[config.mk]
export PLATFORM = sky130hd
export DESIGN_NAME = fc_tile_scheduler
export DESIGN_NICKNAME = d
export VERILOG_FILES = /design/src/rtl/fc_sched_pkg.sv /design/src/rtl/fc_sched_delay.sv /design/src/rtl/fc_tile_scheduler.sv
export SDC_FILE = /design/constraint.sdc
export NUM_CORES = 1
export LEC_CHECK = 0
export ABC_CLOCK_PERIOD_IN_PS = 1900
export CELL_PAD_IN_SITES_DETAIL_PLACEMENT = 1
export CELL_PAD_IN_SITES_GLOBAL_PLACEMENT = 1
export CORE_MARGIN = 2
export CORE_UTILIZATION = 33
export CTS_BUF_LIST = sky130_fd_sc_hd__clkbuf_4 sky130_fd_sc_hd__clkbuf_8
export CTS_CLUSTER_SIZE = 14
export DETAILED_ROUTE_END_ITERATION = 6
export PLACE_DENSITY_LB_ADDON = 0.1
export REMOVE_ABC_BUFFERS = 1
export SLEW_MARGIN = 10
export SYNTH_ARGS = -nofsm -noshare
export SYNTH_HDL_FRONTEND = slang
export SYNTH_SLANG_ARGS = --single-unit
[constraint.sdc]
create_clock -name clock -period 1.9 [get_ports clock]
set_clock_uncertainty 0.05 [all_clocks]
set_input_delay 0.475 -clock clock [delete_from_list [all_inputs] [get_ports clock]]
set_output_delay 0.475 -clock clock [all_outputs]
set_load 0.05 [all_outputs]
[src/rtl/fc_sched_pkg.sv]
// Shared types and constants for the fully-connected layer tile scheduler.
// The defaults here size the bench and the top-level parameter defaults.
package fc_sched_pkg;

   typedef enum logic [2:0] {
      IDLE  = 3'd0,
      ISSUE = 3'd1,
      DRAIN = 3'd2,
      WRITE = 3'd3,
      DONE  = 3'd4
   } sched_state_t;

   function automatic int clog2(input int value);
      int r;
      r = 0;
      for (int i = 0; i < 31; i++) begin
         if ((1 << i) < value) begin
            r = i + 1;
         end
      end
      return r;
   endfunction

   // Zero-width buses are illegal, so a single-valued index still gets one bit.
   function automatic int width_of(input int value);
      return (clog2(value) < 1) ? 1 : clog2(value);
   endfunction

   localparam int DEF_INNEURON  = 16;
   localparam int DEF_OUTNEURON = 8;
   localparam int DEF_PI        = 4;
   localparam int DEF_PO        = 4;
   localparam int DEF_MULT_LAT  = 2;
   localparam int RAM_LAT       = 1;

   localparam int N        = DEF_INNEURON / 2;
   localparam int T        = DEF_OUTNEURON / DEF_PO;
   localparam int TILE_CYC = N + DEF_MULT_LAT + 2;

endpackage

[src/rtl/fc_sched_delay.sv]
// Enable-gated shift register with asynchronous active-low clear; aligns
// issue-cycle control to the data coming back from the synchronous RAMs.
module fc_sched_delay #(
   parameter int WIDTH = 1,
   parameter int DEPTH = 1
) (
   input  logic             i_clk,
   input  logic             i_rst_n,
   input  logic             i_en,
   input  logic [WIDTH-1:0] i_d,
   output logic [WIDTH-1:0] o_q
);

   logic [DEPTH-1:0][WIDTH-1:0] r_pipe;

   // Shift only while the datapath advances so a stall freezes alignment.
   always_ff @(posedge i_clk or negedge i_rst_n) begin
      if (!i_rst_n) begin
         r_pipe <= '0;
      end else if (i_en) begin
         r_pipe[0] <= i_d;
         for (int i = 1; i < DEPTH; i++) begin
            r_pipe[i] <= r_pipe[i-1];
         end
      end
   end

   assign o_q = r_pipe[DEPTH-1];

endmodule

[src/rtl/fc_tile_scheduler.sv]
// Sequencer for one fully-connected layer: streams input neurons and weights
// through PO MAC lanes, one output tile at a time, then writes each tile out.
module fc_tile_scheduler
   import fc_sched_pkg::*;
#(
   parameter int INNEURON  = DEF_INNEURON,
   parameter int OUTNEURON = DEF_OUTNEURON,
   parameter int PI        = DEF_PI,
   parameter int PO        = DEF_PO,
   parameter int MULT_LAT  = DEF_MULT_LAT,
   parameter int IN_AW     = width_of(INNEURON / PI),
   parameter int W_AW      = width_of(INNEURON * OUTNEURON / PO),
   parameter int OUT_AW    = width_of(OUTNEURON / PO),
   parameter int LANE_W    = width_of(PI)
) (
   input  logic              clock,
   input  logic              reset,
   input  logic              enable,
   input  logic              start,
   output logic              busy,
   output logic              done,
   output logic [IN_AW-1:0]  in_addra,
   output logic [IN_AW-1:0]  in_addrb,
   output logic              in_rden,
   output logic [LANE_W-1:0] lane_sel_a,
   output logic [LANE_W-1:0] lane_sel_b,
   output logic [W_AW-1:0]   w_addra,
   output logic [W_AW-1:0]   w_addrb,
   output logic              w_rden,
   output logic              accum_sload,
   output logic              enable_mult,
   output logic              wr_en,
   output logic [OUT_AW-1:0] wr_addr
);

   localparam int N_ISS   = INNEURON / 2;
   localparam int T_TILES = OUTNEURON / PO;
   localparam int K_W     = width_of(N_ISS);
   localparam int D_W     = width_of(MULT_LAT + 1);
   localparam int PIPE_W  = 2 + 2 * LANE_W;

   sched_state_t      r_state;
   sched_state_t      w_state_nxt;
   logic [K_W-1:0]    r_k;
   logic [K_W-1:0]    w_k_nxt;
   logic [OUT_AW-1:0] r_tile;
   logic [OUT_AW-1:0] w_tile_nxt;
   logic [D_W-1:0]    r_drain;
   logic [D_W-1:0]    w_drain_nxt;
   logic              w_issue;
   logic [31:0]       w_two_k;
   logic [PIPE_W-1:0] w_pipe_d;
   logic [PIPE_W-1:0] w_pipe_q;

   // State and loop counters; everything holds while enable is low.
   always_ff @(posedge clock or negedge reset) begin
      if (!reset) begin
         r_state <= IDLE;
         r_k     <= '0;
         r_tile  <= '0;
         r_drain <= '0;
      end else begin
         r_state <= w_state_nxt;
         r_k     <= w_k_nxt;
         r_tile  <= w_tile_nxt;
         r_drain <= w_drain_nxt;
      end
   end

   // Next-state and counter update.
   always_comb begin
      w_state_nxt = r_state;
      w_k_nxt     = r_k;
      w_tile_nxt  = r_tile;
      w_drain_nxt = r_drain;
      if (enable) begin
         case (r_state)
            IDLE: begin
               if (start) begin
                  w_state_nxt = ISSUE;
                  w_k_nxt     = '0;
               end else begin
                  w_state_nxt = IDLE;
               end
            end
            ISSUE: begin
               if (r_k == K_W'(N_ISS - 1)) begin
                  w_k_nxt     = '0;
                  w_drain_nxt = '0;
                  w_state_nxt = DRAIN;
               end else begin
                  w_k_nxt = r_k + K_W'(1);
               end
            end
            DRAIN: begin
               // One cycle for the RAM read plus the multiplier pipeline.
               if (r_drain == D_W'(MULT_LAT)) begin
                  w_drain_nxt = '0;
                  w_state_nxt = WRITE;
               end else begin
                  w_drain_nxt = r_drain + D_W'(1);
               end
            end
            WRITE: begin
               if (r_tile == OUT_AW'(T_TILES - 1)) begin
                  w_state_nxt = DONE;
               end else begin
                  w_tile_nxt  = r_tile + OUT_AW'(1);
                  w_state_nxt = ISSUE;
               end
            end
            DONE: begin
               w_tile_nxt  = '0;
               w_state_nxt = IDLE;
            end
            default: begin
               w_state_nxt = IDLE;
            end
         endcase
      end else begin
         w_state_nxt = r_state;
      end
   end

   // Issue-cycle addresses; forced to zero outside ISSUE so idle outputs are clean.
   always_comb begin
      w_issue  = (r_state == ISSUE);
      w_two_k  = 32'(r_k) * 32'd2;
      in_addra = '0;
      in_addrb = '0;
      w_addra  = '0;
      w_addrb  = '0;
      w_pipe_d = '0;
      if (w_issue) begin
         in_addra = IN_AW'(w_two_k / PI);
         in_addrb = IN_AW'((w_two_k + 32'd1) / PI);
         w_addra  = W_AW'(32'(r_tile) * INNEURON + w_two_k);
         w_addrb  = W_AW'(32'(r_tile) * INNEURON + w_two_k + 32'd1);
         w_pipe_d = {1'b1, (r_k == '0), LANE_W'(w_two_k % PI), LANE_W'((w_two_k + 32'd1) % PI)};
      end else begin
         w_pipe_d = '0;
      end
   end

   fc_sched_delay #(
      .WIDTH (PIPE_W),
      .DEPTH (RAM_LAT)
   ) u_delay (
      .i_clk   (clock),
      .i_rst_n (reset),
      .i_en    (enable),
      .i_d     (w_pipe_d),
      .o_q     (w_pipe_q)
   );

   assign in_rden     = w_issue;
   assign w_rden      = w_issue;
   assign busy        = (r_state == ISSUE) || (r_state == DRAIN) || (r_state == WRITE);
   assign done        = (r_state == DONE);
   assign wr_en       = (r_state == WRITE) && enable;
   assign wr_addr     = (r_state == WRITE) ? r_tile : '0;
   assign enable_mult = w_pipe_q[PIPE_W-1] && enable;
   assign accum_sload = w_pipe_q[PIPE_W-2];
   assign lane_sel_a  = w_pipe_q[2*LANE_W-1:LANE_W];
   assign lane_sel_b  = w_pipe_q[LANE_W-1:0];

endmodule

==> results.ini, run 1 <==
[outcome]
run_status=finished, violations left
violations=negative setup slack

[yosys]
synthFlopType=dfrtp_1
yosysTopAreaCell=dfrtp_1
synth-edff-count=0
ys_top_cells_by_count=14 x buf_4, 12 x dfrtp_1, 6 x and2_1, 6 x o21ai_0
netlist.area_leader.share_pct=36.7
async_flop_share_pct=100
seq_area_frac_synth_pct=36.7
avgSynthCellArea_um2=9.63
synth.distinct_cells=31
syn_area_um2=818
synthCells=85
ys_top_cells_by_area=dfrtp_1 37%, buf_4 13%, and2_1 4.6%
ys_ff_latch=12
yosysMostFrequentCell=buf_4
ys_warn_count=0

[placement]
portBuffers=27
dp_hpwl_um=1890
gp_congestion=0.766
pre_cts_ws_ns=-0.135
dpl_cell_area_um2=1270

[floorplan]
die_w_um=53.8
fp.dieH_um=53.8
start_util_pct=34.0
die-area_um2=2890
num_rows=18
ioPinCount=30
core_area_um2=2410

[sta]
rsz0062_at_grt=true
period_minus_slack_ns=2.00
period_share_pct=105
fmax_mhz=500
maxSlewViolCount=0
setup_slack_ns=-0.0988
worstMarginPinSlew_ns=0.586
hold_viol=0
finalSetupViolCount=16
slew_headroom_pct=60.8

[setup_path]
start_kind=flip-flop
slowest_delay_ns=0.42
path_buf_inv=1
cp-end-kind=output pin
critical_path.cell_chain=nor3b_4 -> and2_4 -> buf_12
cp_slowest_cell=dfrtp_1
path_class=flip-flop to output pin
critPathRequiredTime_ns=1.37
crit_family=simple AND/OR/NAND/NOR gates
arrival_ns=1.47
crit_fanout=7

[global_routing]
gr-usage-all-layers_pct=19.1
grt_use_met3_pct=4.44
grt_util_met2_pct=37.2
grt_pass1_vias=764
grt_max_degree=13
grt_util_met1_pct=20.3
antenna_found_initial=0
overflow=0
grt_pass1_wl_um=3880
grt-busiest-layer=met2

[route]
post-route-drc-count=0
viasPerCell=4.96
ant_nets=0
drtIter0Drc=13
firstDrtPassIters=4
wl_per_cell_um=17.3
routed-via-count=704
wl_um=2460

[final_layout]
n_fill_cell=251
diodes=0
final_layout_size_suffix_gt1_share_pct=48.2
postLayoutCoreUtil_pct=56.4
final_cell_area_um2=1360
area_growth_pct=66.2
fin_nets=120

[flow_run]
max-cap-violations=0

[hold_path]
hold_path.class=flip-flop to flip-flop

[clocking]
root_buffer=clkbuf_4
htreeDepth=1
clk_latency_ns=0.27
cts_buffers=3
cts_tree=yes
cts.sinks=12
cts_buffer_depth=2
clk_pin_slew_ns=0.09

-- sequential cells by signal (all words and copies together) (netlist names) --
| name | count |
|---|---|
| r_k | 3 |
| r_state | 3 |
| u_delay.o_q | 3 |
| r_drain | 2 |
| r_tile | 1 |
-- final timing paths --
| path | from | to | slack, ns | cells after the start |
|---|---|---|---|---|
| max in group asynchronous | reset | r_state[0] | 0.89 | 1 |
| worst max-delay path | r_state[1] | in_addra[1] | -0.1 | 3 |
| worst min register to register | u_delay.o_q[0] | u_delay.o_q[0] | 0.46 | 1 |
| min in group asynchronous | reset | u_delay.o_q[3] | 0.52 | 1 |
| worst min-delay path | u_delay.o_q[0] | u_delay.o_q[0] | 0.46 | 1 |
| worst max register to register | r_state[1] | r_k[0] | 0.27 | 6 |
-- placed cells by master (no fill, tap or decap), types with 3 or more instances in the layout --
master,count
a21oi_1,3
a22o_1,3
and2_4,3
buf_12,20
buf_4,13
buf_6,3
clkbuf_4,3
dfrtp_1,12
ha_1,3
inv_1,5
nor2_1,3
o21ai_0,6
-- what timing repair did --
action / CTS / global route
pin swaps: 4 / 5
cloned: 0 / 0
buffers inserted: 3 / 4
resized for setup: 10 / 8
hold buffers: 0 / 0
setup endpoints to repair: 18 / 18
-- worst register-to-register path, stage by stage (launching register included) --
cell and delay (ns):
dfrtp_1 0.42, buf_4 0.15, buf_6 0.13, buf_4 0.15, inv_1 0.15, o211ai_1 0.20
a22o_1 0.27
-- per-layer routing --
| metal | vias up | part of all wire (%) |
|---|---|---|
| met4 | 0 | 1.2 |
| li1 | 330 | - |
| met2 | 30 | 52 |
| met1 | 340 | 40 |
| met5 | - | 0 |
| met3 | 4 | 5.9 |
-- area by class of cell --
| cell class | instances | area [µm²] | share of cell area (%) |
|---|---|---|---|
| clock buffer | 4 | 36.3 | 2.67 |
| inverter | 5 | 18.8 | 1.38 |
| multi-input combinational | 52 | 407 | 29.9 |
| sequential | 12 | 300 | 22.1 |
| tap | 30 | 37.5 | 2.76 |
| timing repair buffer | 39 | 561 | 41.2 |
-- cells by family (layout without fill, tap and decap cells) --
group                      Yosys count  in the layout  synth area share [%]
muxes                                2              2                  2.60
adders and majority gates            3              3                  4.59
AOI/OAI and AO/OA                   20             20                  17.0
other                                1              2                 0.458
and+or+nand+nor                     25             25                  19.4
buffers and inverters               22             48                  19.3
DFF                                 12             12                  36.7
-- through the flow --
stage	cells	hold slack (ns)	TNS [ns]
floorplan	69	0.129	-27.62
global placement	135	0.434	-0.230
detailed placement	135	0.449	-0.303
CTS	139	0.469	-1.45
global route	142	0.492	-2.37
finish	142	0.462	-1.38
Power of run 1 is left out: the tool's default activity adds up to more than one toggle a clock period on the data nets, which glitch-free logic cannot reach.
==> run 2: changes to the inputs <==
--- a/config.mk
+++ b/config.mk
@@ -5,11 +5,11 @@
 export SDC_FILE = /design/constraint.sdc
 export NUM_CORES = 1
 export LEC_CHECK = 0
-export ABC_CLOCK_PERIOD_IN_PS = 1900
+export ABC_CLOCK_PERIOD_IN_PS = 2500
 export CELL_PAD_IN_SITES_DETAIL_PLACEMENT = 1
 export CELL_PAD_IN_SITES_GLOBAL_PLACEMENT = 1
 export CORE_MARGIN = 2
-export CORE_UTILIZATION = 33
+export CORE_UTILIZATION = 36
 export CTS_BUF_LIST = sky130_fd_sc_hd__clkbuf_4 sky130_fd_sc_hd__clkbuf_8
 export CTS_CLUSTER_SIZE = 14
 export DETAILED_ROUTE_END_ITERATION = 6
==> constraint.sdc (replaced) <==
create_clock -name clock -period 2.5 [get_ports clock]
set_clock_uncertainty 0.05 [all_clocks]
set_input_delay 0.625 -clock clock [delete_from_list [all_inputs] [get_ports clock]]
set_output_delay 0.625 -clock clock [all_outputs]
set_load 0.05 [all_outputs]
==> run 2 against run 1 <==
Critical endpoint is now wr_en. Largest cell class unchanged. Critical path depth up 1. Sequential cell count unchanged. Die area down 7.7%. Utilization about the same. Worst setup slack better by 0.20 ns. Critical path type is now primary input to output pin. Highest routed layer unchanged. First-iteration DRC count up 15%. The flow now finishes without violations.
==> results.ini, run 2 (synthesis gave the netlist of run 1 again) <==
[sta]
slew_headroom_pct=64.0  ; +3.2 points
rsz0062_at_grt=false
period_share_pct=96.1
finalSetupViolCount=0  ; -16
fin_tns_setup_ns=0  ; +1.38 ns
hold_viol=0  ; unchanged
maxSlewViolCount=0  ; unchanged
hold-worst-slack_ns=0.447  ; -0.0149 ns
period_minus_slack_ns=2.40
setup_slack_ns=0.0980  ; +0.197 ns
worstMarginPinSlew_ns=0.538  ; -0.0480 ns
fmax_mhz=416

[clocking]
cts_resized=0  ; -10
holdBufCountCts=0  ; unchanged
htreeDepth=1  ; unchanged
cts_tree=yes
cts_setup_buffers=0  ; -3
cts.sinks=12  ; unchanged
root_buffer=clkbuf_4
cts_buffer_depth=2  ; unchanged
cts_buffers=3  ; unchanged
clk_pin_slew_ns=0.08  ; about the same
clk_latency_ns=0.27  ; about the same

[hold_path]
hold_path.class=flip-flop to flip-flop

[global_routing]
grt_util_met1_pct=21.0  ; +0.67 points
grt_pass1_vias=722  ; -5.5%
grt_util_met2_pct=33.1  ; -4.1 points
grt_pass1_wl_um=3570  ; -8.0%
grt_use_met3_pct=3.74  ; -0.71 points
antenna_found_initial=0  ; unchanged
gr-usage-all-layers_pct=18.3  ; -0.88 points
grt_max_degree=15  ; +2
overflow=0  ; unchanged
grt-busiest-layer=met2

[placement]
dp_hpwl_um=1680  ; -11%
portBuffers=27  ; unchanged
gp_congestion=0.807  ; +5.3%
pre_cts_ws_ns=0.0972  ; +0.232 ns

[final_layout]
diodes=0  ; unchanged
layout_commonest_cell=buf_12
final_layout_size_suffix_gt1_share_pct=33.3  ; -15 points
area_growth_pct=49.7
fin_nets=113  ; -5.8%
final_cell_mix=17 x buf_12, 12 x dfrtp_1, 8 x buf_4, 7 x clkdlybuf4s50_1

[route]
wl_um=2060  ; -16%
wl_per_cell_um=15.5  ; -11%
firstDrtPassIters=2  ; -2
routed-via-count=663  ; -5.8%
drtIter0Drc=15  ; +2
viasPerCell=4.98  ; +0.55%
post-route-drc-count=0  ; unchanged
ant_nets=0  ; unchanged

[setup_path]
start_kind=primary input
arrival_ns=1.73  ; +0.26 ns
crit_fanout=5  ; -2
critPathRequiredTime_ns=1.82  ; +0.45 ns
path_class=primary input to output pin
cp-end-kind=output pin

[floorplan]
ioPinCount=30  ; unchanged
die-area_um2=2670  ; -7.7%
start_util_pct=37.7  ; +3.8 points
core_area_um2=2170  ; -10%
num_rows=17  ; -1
fp.dieH_um=51.7  ; -3.9%
die_w_um=51.7  ; -3.9%

[outcome]
run_status=finished clean

[flow_run]
max-cap-violations=0  ; unchanged

## run 2: layout make-up
class                      instances  area [µm²]
tap                               28        35.0
clock buffer                       4        36.3
sequential                        12         300
fill                             233         945
inverter                           5        18.8
timing repair buffer              32         470
multi-input combinational         52         364
## run 2: stage by stage
| stage | util [%] | instances | instance area, µm² |
|---|---|---|---|
| 2_1_floorplan | - | 69 | 683 |
| 3_3_place_gp | 54.8 | 129 | 1190 |
| 3_5_place_dp | 54.8 | 129 | 1190 |
| 4_1_cts | 56.5 | 133 | 1220 |
| 5_1_grt | 56.5 | 133 | 1220 |
| 6_report | 56.5 | 133 | 1220 |
## run 2: path summary, 6_finish.rpt
check                               start        endpoint  slack (ns)  cells after the start
setup reg to reg               r_state[2]      r_drain[0]        1.01                      4
setup / recovery                   enable           wr_en         0.1                      4
hold / removal             u_delay.o_q[4]  u_delay.o_q[4]        0.45                      1
hold reg to reg            u_delay.o_q[4]  u_delay.o_q[4]        0.45                      1
max in group asynchronous           reset  u_delay.o_q[0]        1.40                      1
min in group asynchronous           reset          r_tile        0.65                      1
## run 2: per-layer routing
| layer | up-vias | share of wire [%] |
|---|---|---|
| met1 | 322 | 41 |
| met2 | 21 | 54 |
| met5 | - | 0 |
| li1 | 318 | - |
| met3 | 2 | 5.0 |
| met4 | 0 | 0.63 |
## run 2: critical path: stages
cell,delay [ns]
clkdlybuf4s50_1,0.58
nand2b_4,0.09
nor2_1,0.24
buf_12,0.18
Power of run 2 is left out for the same reason.
